--- src/rtl/matrix_mem_responder.sv ---
`default_nettype none
// ============================================================================
// Module   : matrix_mem_responder
// Purpose  : Memory-side responder for the matrix processor. Serves single-
//            word loads of matrix elements (16 words from mat_base) and vector
//            elements (4 words from vec_base) over the shared memory bus, and
//            drains buffered result writes to consecutive addresses starting
//            at out_base.
// Ports    : clk, rst          - clock, synchronous active-high reset
//            wi_init_i, *_base_i - base latch / write-counter + overflow clear
//            ld_*              - processor load request / response
//            wr_*              - processor result-write FIFO push / status
//            busy_o            - FSM not idle or write FIFO not empty
//            bus_*             - shared memory bus master side
// Options  : `define MATRIX_RESP_TIMEOUT_EN adds a read watchdog that answers
//            a stalled load after TIMEOUT cycles with ld_err_o=1, data 0.
// Revision : 1.0 - initial release
// ============================================================================
module matrix_mem_responder #(
  parameter int ADDR_W      = 16,
  parameter int DATA_W      = 32,
  parameter int WFIFO_DEPTH = 4,
  parameter int TIMEOUT     = 64
) (
  input  logic              clk,
  input  logic              rst,
  input  logic              wi_init_i,
  input  logic [ADDR_W-1:0] mat_base_i,
  input  logic [ADDR_W-1:0] vec_base_i,
  input  logic [ADDR_W-1:0] out_base_i,
  input  logic              ld_req_i,
  input  logic              ld_vec_i,
  input  logic [3:0]        ld_idx_i,
  output logic              ld_valid_o,
  output logic [DATA_W-1:0] ld_data_o,
  output logic              ld_err_o,
  input  logic              wr_en_i,
  input  logic [DATA_W-1:0] wr_data_i,
  output logic              wr_full_o,
  output logic              wr_ovf_o,
  output logic              busy_o,
  output logic              bus_req_o,
  output logic              bus_we_o,
  output logic [ADDR_W-1:0] bus_addr_o,
  output logic [DATA_W-1:0] bus_wdata_o,
  input  logic              bus_gnt_i,
  input  logic              bus_rvalid_i,
  input  logic [DATA_W-1:0] bus_rdata_i
);

  localparam int PTR_W = (WFIFO_DEPTH > 1) ? $clog2(WFIFO_DEPTH) : 1;
  localparam int CNT_W = PTR_W + 1;
  localparam logic [CNT_W-1:0] C_DEPTH = CNT_W'(WFIFO_DEPTH);

  typedef enum logic [2:0] {
    IDLE    = 3'd0,
    RD_REQ  = 3'd1,
    RD_WAIT = 3'd2,
    RESP    = 3'd3,
    WR_REQ  = 3'd4
  } state_e;

  state_e            state_q, state_d;
  logic [ADDR_W-1:0] mat_base_q, mat_base_d;
  logic [ADDR_W-1:0] vec_base_q, vec_base_d;
  logic [ADDR_W-1:0] out_base_q, out_base_d;
  logic [ADDR_W-1:0] wr_cnt_q, wr_cnt_d;
  logic              ovf_q, ovf_d;
  logic [DATA_W-1:0] ld_data_q, ld_data_d;
  logic [PTR_W-1:0]  wptr_q, wptr_d;
  logic [PTR_W-1:0]  rptr_q, rptr_d;
  logic [CNT_W-1:0]  cnt_q, cnt_d;
  logic [DATA_W-1:0] fifo_q [WFIFO_DEPTH];

  logic              busy;
  logic              fifo_full;
  logic              pop;
  logic              push_acc;

`ifdef MATRIX_RESP_TIMEOUT_EN
  localparam int TO_W = (TIMEOUT > 1) ? $clog2(TIMEOUT) : 1;
  logic [TO_W-1:0] to_cnt_q, to_cnt_d;
  logic            err_q, err_d;
`endif

  assign fifo_full = (cnt_q == C_DEPTH);
  assign busy      = (state_q != IDLE) || (cnt_q != '0);

  always_comb begin
    state_d     = state_q;
    mat_base_d  = mat_base_q;
    vec_base_d  = vec_base_q;
    out_base_d  = out_base_q;
    wr_cnt_d    = wr_cnt_q;
    ovf_d       = ovf_q;
    ld_data_d   = ld_data_q;
    wptr_d      = wptr_q;
    rptr_d      = rptr_q;
    cnt_d       = cnt_q;
    pop         = 1'b0;
    push_acc    = 1'b0;
    bus_req_o   = 1'b0;
    bus_we_o    = 1'b0;
    bus_addr_o  = '0;
    bus_wdata_o = fifo_q[rptr_q];
`ifdef MATRIX_RESP_TIMEOUT_EN
    to_cnt_d    = '0;
    err_d       = 1'b0;
`endif

    case (state_q)
      IDLE: begin
        // Loads win unless the FIFO is full; then a write must go first.
        if (fifo_full)            state_d = WR_REQ;
        else if (ld_req_i)        state_d = RD_REQ;
        else if (cnt_q != '0)     state_d = WR_REQ;
      end
      RD_REQ: begin
        bus_req_o = 1'b1;
        if (ld_vec_i) bus_addr_o = vec_base_q + ADDR_W'(ld_idx_i[1:0]);
        else          bus_addr_o = mat_base_q + ADDR_W'(ld_idx_i);
        if (bus_gnt_i) state_d = RD_WAIT;
      end
      RD_WAIT: begin
`ifdef MATRIX_RESP_TIMEOUT_EN
        // Data arriving in the expiry cycle takes precedence over the timeout.
        if (bus_rvalid_i) begin
          ld_data_d = bus_rdata_i;
          state_d   = RESP;
        end else if (to_cnt_q == TO_W'(TIMEOUT - 1)) begin
          ld_data_d = '0;
          err_d     = 1'b1;
          state_d   = RESP;
        end else begin
          to_cnt_d  = to_cnt_q + TO_W'(1);
        end
`else
        if (bus_rvalid_i) begin
          ld_data_d = bus_rdata_i;
          state_d   = RESP;
        end
`endif
      end
      RESP: begin
        state_d = IDLE;
      end
      WR_REQ: begin
        bus_req_o  = 1'b1;
        bus_we_o   = 1'b1;
        bus_addr_o = out_base_q + wr_cnt_q;
        if (bus_gnt_i) begin
          pop      = 1'b1;
          wr_cnt_d = wr_cnt_q + ADDR_W'(1);
          state_d  = IDLE;
        end
      end
      default: state_d = IDLE;
    endcase

    // Init only lands while idle with an empty FIFO, so it never collides
    // with a write-counter increment or an overflow event.
    if (wi_init_i && !busy) begin
      mat_base_d = mat_base_i;
      vec_base_d = vec_base_i;
      out_base_d = out_base_i;
      wr_cnt_d   = '0;
      ovf_d      = 1'b0;
    end

    // A simultaneous pop frees a slot, so a full FIFO still takes the push.
    push_acc = wr_en_i && (!fifo_full || pop);
    if (wr_en_i && !push_acc) ovf_d = 1'b1;
    if (push_acc) wptr_d = wptr_q + PTR_W'(1);
    if (pop)      rptr_d = rptr_q + PTR_W'(1);
    case ({push_acc, pop})
      2'b10:   cnt_d = cnt_q + CNT_W'(1);
      2'b01:   cnt_d = cnt_q - CNT_W'(1);
      default: cnt_d = cnt_q;
    endcase
  end

  always_ff @(posedge clk) begin
    if (rst) begin
      state_q    <= IDLE;
      mat_base_q <= '0;
      vec_base_q <= '0;
      out_base_q <= '0;
      wr_cnt_q   <= '0;
      ovf_q      <= 1'b0;
      ld_data_q  <= '0;
      wptr_q     <= '0;
      rptr_q     <= '0;
      cnt_q      <= '0;
    end else begin
      state_q    <= state_d;
      mat_base_q <= mat_base_d;
      vec_base_q <= vec_base_d;
      out_base_q <= out_base_d;
      wr_cnt_q   <= wr_cnt_d;
      ovf_q      <= ovf_d;
      ld_data_q  <= ld_data_d;
      wptr_q     <= wptr_d;
      rptr_q     <= rptr_d;
      cnt_q      <= cnt_d;
    end
  end

  // Storage needs no reset: pointers and count define what is valid.
  always_ff @(posedge clk) begin
    if (push_acc) fifo_q[wptr_q] <= wr_data_i;
  end

`ifdef MATRIX_RESP_TIMEOUT_EN
  always_ff @(posedge clk) begin
    if (rst) begin
      to_cnt_q <= '0;
      err_q    <= 1'b0;
    end else begin
      to_cnt_q <= to_cnt_d;
      err_q    <= err_d;
    end
  end
  // err_q is only ever set on the transition into RESP, so it lasts one cycle.
  assign ld_err_o = err_q;
`else
  assign ld_err_o = 1'b0;
`endif

  assign ld_valid_o = (state_q == RESP);
  assign ld_data_o  = ld_data_q;
  assign wr_full_o  = fifo_full;
  assign wr_ovf_o   = ovf_q;
  assign busy_o     = busy;

endmodule
`default_nettype wire

--- config.mk ---
export PLATFORM = sky130hd
export DESIGN_NAME = matrix_mem_responder
export DESIGN_NICKNAME = d
export VERILOG_FILES = /design/src/rtl/matrix_mem_responder.sv
export SDC_FILE = /design/constraint.sdc
export NUM_CORES = 1
export LEC_CHECK = 0
export ABC_AREA = 1
export BUFFER_PORTS_ARGS = -buffer_cell sky130_fd_sc_hd__buf_2
export CAP_MARGIN = 20
export CELL_PAD_IN_SITES_DETAIL_PLACEMENT = 1
export CELL_PAD_IN_SITES_GLOBAL_PLACEMENT = 1
export CORE_MARGIN = 4
export CORE_UTILIZATION = 30
export CTS_CLUSTER_DIAMETER = 100
export DETAILED_ROUTE_END_ITERATION = 8
export GPL_TIMING_DRIVEN = 0
export PLACE_DENSITY = 0.63
export SKIP_LAST_GASP = 1
export SYNTH_ARGS = -nofsm -noshare
export SYNTH_HDL_FRONTEND = slang
export SYNTH_SLANG_ARGS = --single-unit
--- constraint.sdc ---
create_clock -name clk -period 3 [get_ports clk]
set_clock_uncertainty 0.15 [all_clocks]
set_input_delay 0.15 -clock clk [delete_from_list [all_inputs] [get_ports clk]]
set_output_delay 0.15 -clock clk [all_outputs]
set_load 0.05 [all_outputs]
==> impl_metrics.csv <==
group,metric,value,unit
global_routing,met3_usage,0.0320,
die,die_w,201,um
layout,final_util,0.415,
setup_path,cp-start-kind,"flop",
power_and_ir_drop,power.density,768,nW/um^2
layout,nFillCells,4372,
sta,max_freq,351,MHz
synth,synth_top_cells_by_area,"edfxtp_1, dfxtp_1, o21ai_0",
clock_network,clk_latency,0.56,ns
sta,setup_violations,0,
global_routing,antenna_found_initial,2,
route,routed_wl,38000,um
placed_design,dpl.cell_count,1973,
die,rows,70,
synth,ys_ff_latch,237,
global_routing,grt_pass1_wl,59700,um
die,core-area,36600,sq um
placed_design,gp_congestion,0.849,
sta,tightest_slew,0.701,ns
placed_design,dp_hpwl,26900,um
die,die_h,201,um
sta,slew_headroom,0.532,
sta,finalCritPeriodShare,0.950,
synth,synth_area_leader_cell,"edfxtp_1",
layout,regArea,6030,sq um
clock_network,path_clk_slew,0.06,ns
synth,postSynthAreaPerCell,8.63,sq um
die,initial_core_util,0.304,
placed_design,io_buffers,209,
global_routing,grt_pass1_vias,11000,
power_and_ir_drop,irDropWorstVdd,0.516,mV
power_and_ir_drop,cellLeakagePower,6.26,nW
layout,nets,1813,
synth,netlist.area_leader.share,0.345,
route,drc,0,
clock_network,clock-sinks,237,
job,cap_violations,0,
clock_network,clockRootBuffer,"clkbuf_16",
synth,synth_edf_count,128,
route,vias,10300,
clock_network,cts_tree,"built",
die,ios,211,
clock_network,htreeDepth,1,
clock_network,clockBufferDepth,3,
sta,fin_crit,2.85,ns
setup_path,worstSetupPathType,"reg2out",
layout,multi_input_area,4410,sq um
setup_path,cp_max_fo,7,
synth,syn-cell-area,11100,sq um
synth,synthFlopType,"edfxtp_1",
clock_network,cts_buffers,28,
layout,drive_above_1_share,0.192,
global_routing,grt_max_degree,27,
route,drt_iter0_markers,440,
layout,stdcell_count,2149,
global_routing,track_usage,0.182,
setup_path,arrival,2.55,ns
run_status,status,"complete, no violations",
synth,ys_types,44,
min_path,hold_path_class,"in2reg",
sta,hold_viol_final,0,
route,viasPerCell,4.79,
route,post_drt_wl_per_cell,17.7,um
setup_path,crit_path_end_kind,"primary output",
synth,seq_area_frac_synth,0.541,
sta,final.setup.tns,0,ns
global_routing,globalRouteMet2Util,0.322,
layout,syn2layout_area_growth,36.3,%
sta,drv_slew,0,
placed_design,dpl_cell_area,12900,sq um
sta,worst_hold_slack,0.0480,ns
synth,syn_nets,1446,
synth,ys.warnings.count,0,
route,drt_pass1_iterations,4,
setup_path,crit_required,2.70,ns
synth,async_reset_ff_frac,0,
die,die-area,40300,sq um
global_routing,grt_overflow_total,0,
global_routing,busiest_layer,"met2",
layout,final_cell_area,15200,sq um
synth,postSynthCellCount,1292,
global_routing,use_met1,0.231,
route,postRouteAntennaNets,0,
## placed cells by master, fill, tap and decap left out, types with 8 or more instances in the layout
cell type | synthesis | final
a21oi_1 | 88 | 88
nor3_1 | 12 | 12
ha_1 | 26 | 23
buf_2 | 8 | 209
inv_1 | 135 | 134
clkbuf_16 | 0 | 28
xor2_1 | 12 | 12
o22ai_1 | 33 | 33
nand2_1 | 194 | 193
o21ai_0 | 168 | 168
buf_4 | 3 | 11
dfxtp_1 | 109 | 105
nand3_1 | 88 | 84
clkbuf_8 | 0 | 10
edfxtp_1 | 128 | 128
nor2_4 | 3 | 8
nor2_1 | 177 | 173
clkbuf_1 | 32 | 38
nand4_1 | 14 | 14
dlygate4sd3_1 | 0 | 120
## per-layer routing
metal  routed length [um]  up-vias
li1                     -     5102
met1                16600     4909
met2                18700      208
met3                 1750       70
met4                  906        4
met5                   26        -
## state kept, by name, summed over array words and instances (netlist names), named ones only
name and cells:
out_base_q 16, rptr_q 2, state_q 3, wr_ovf_o 1, vec_base_q 16, fifo_q 128, cnt_q 3, wr_cnt_q 16
wptr_q 2, mat_base_q 16, ld_data_o 32
## critical path: stages (launching register included)
cell and delay, ns:
dfxtp_2 0.42, ha_1 0.31, or2_2 0.35, nand3_1 0.10
nand2_1 0.10, a21oi_1 0.14, o21ai_0 0.17, nand2_1 0.15
buf_2 0.27
## where the power goes
| group | total [mW] | internal [mW] | switching [mW] |
|---|---|---|---|
| clock | 3.59 | 2.23 | 1.36 |
| sequential | 4.17 | 3.87 | 0.300 |
| combinational | 3.91 | 1.10 | 2.81 |
## through the flow
step                      setup WS [ns]  power [mW]
after floorplan                 0.00998        6.75
final                             0.149        11.7
after global routing           -0.00895        12.3
after detailed placement          0.351        7.97
after global placement            -1.38        7.89
after CTS                       -0.0300        11.8
## repair_timing
| item | 4_1_cts | 5_1_grt |
|---|---|---|
| pin swaps | 0 | 2 |
| setup buffers | 0 | 4 |
| endpoints found under the hold margin | 225 | 0 |
| endpoints found under the setup margin | 7 | 13 |
| gates resized for setup | 13 | 16 |
| hold buffers | 120 | 0 |
## cell families after synthesis
logic type / count (synthesis) / share of synthesized area
flip-flops: 237 / 0.541
buffers and inverters: 195 / 0.0699
adder cells (fa/ha/maj): 30 / 0.0364
XOR/XNOR: 14 / 0.0110
AND/OR/NAND/NOR: 518 / 0.204
other: 1 / 0.000336
AO/OA/AOI/OAI: 297 / 0.138
## Yosys cell counts (4+ instances only)
master      n
nand3_1    88
inv_2       5
o21ai_1     4
buf_2       8
xor2_1     12
or2_2       5
nand2_1   194
and2_1      5
nor2_1    177
o22ai_1    33
nor3_1     12
clkbuf_1   32
dfxtp_1   109
ha_1       26
nand3b_1    6
buf_1       6
nand4_1    14
inv_1     135
fa_1        4
o21ai_0   168
edfxtp_1  128
a21oi_1    88
## final timing paths
kind,endpoint,cells past startpoint,slack [ns],start
worst min register to register,ld_data_o[7],2,0.29,ld_data_o[7]
worst max-delay path,bus_addr_o[5],8,0.15,wr_cnt_q[2]
worst max register to register,fifo_q[3][29],7,0.57,state_q[2]
worst min-delay path,ld_data_o[3],4,0.05,bus_rvalid_i
## cell type report
| cell class | instances | share of cell area |
|---|---|---|
| inverters | 142 | 0.0352 |
| diodes | 1 | 0.000165 |
| clock buffers | 44 | 0.0566 |
| flip-flops and latches | 237 | 0.397 |
| multi-input cells | 860 | 0.290 |
| clock inverters | 7 | 0.00914 |
| repair buffers | 337 | 0.157 |
| plain buffers | 53 | 0.0161 |
| well taps | 468 | 0.0385 |
No activity file was read; power rests on OpenSTA's default activity.
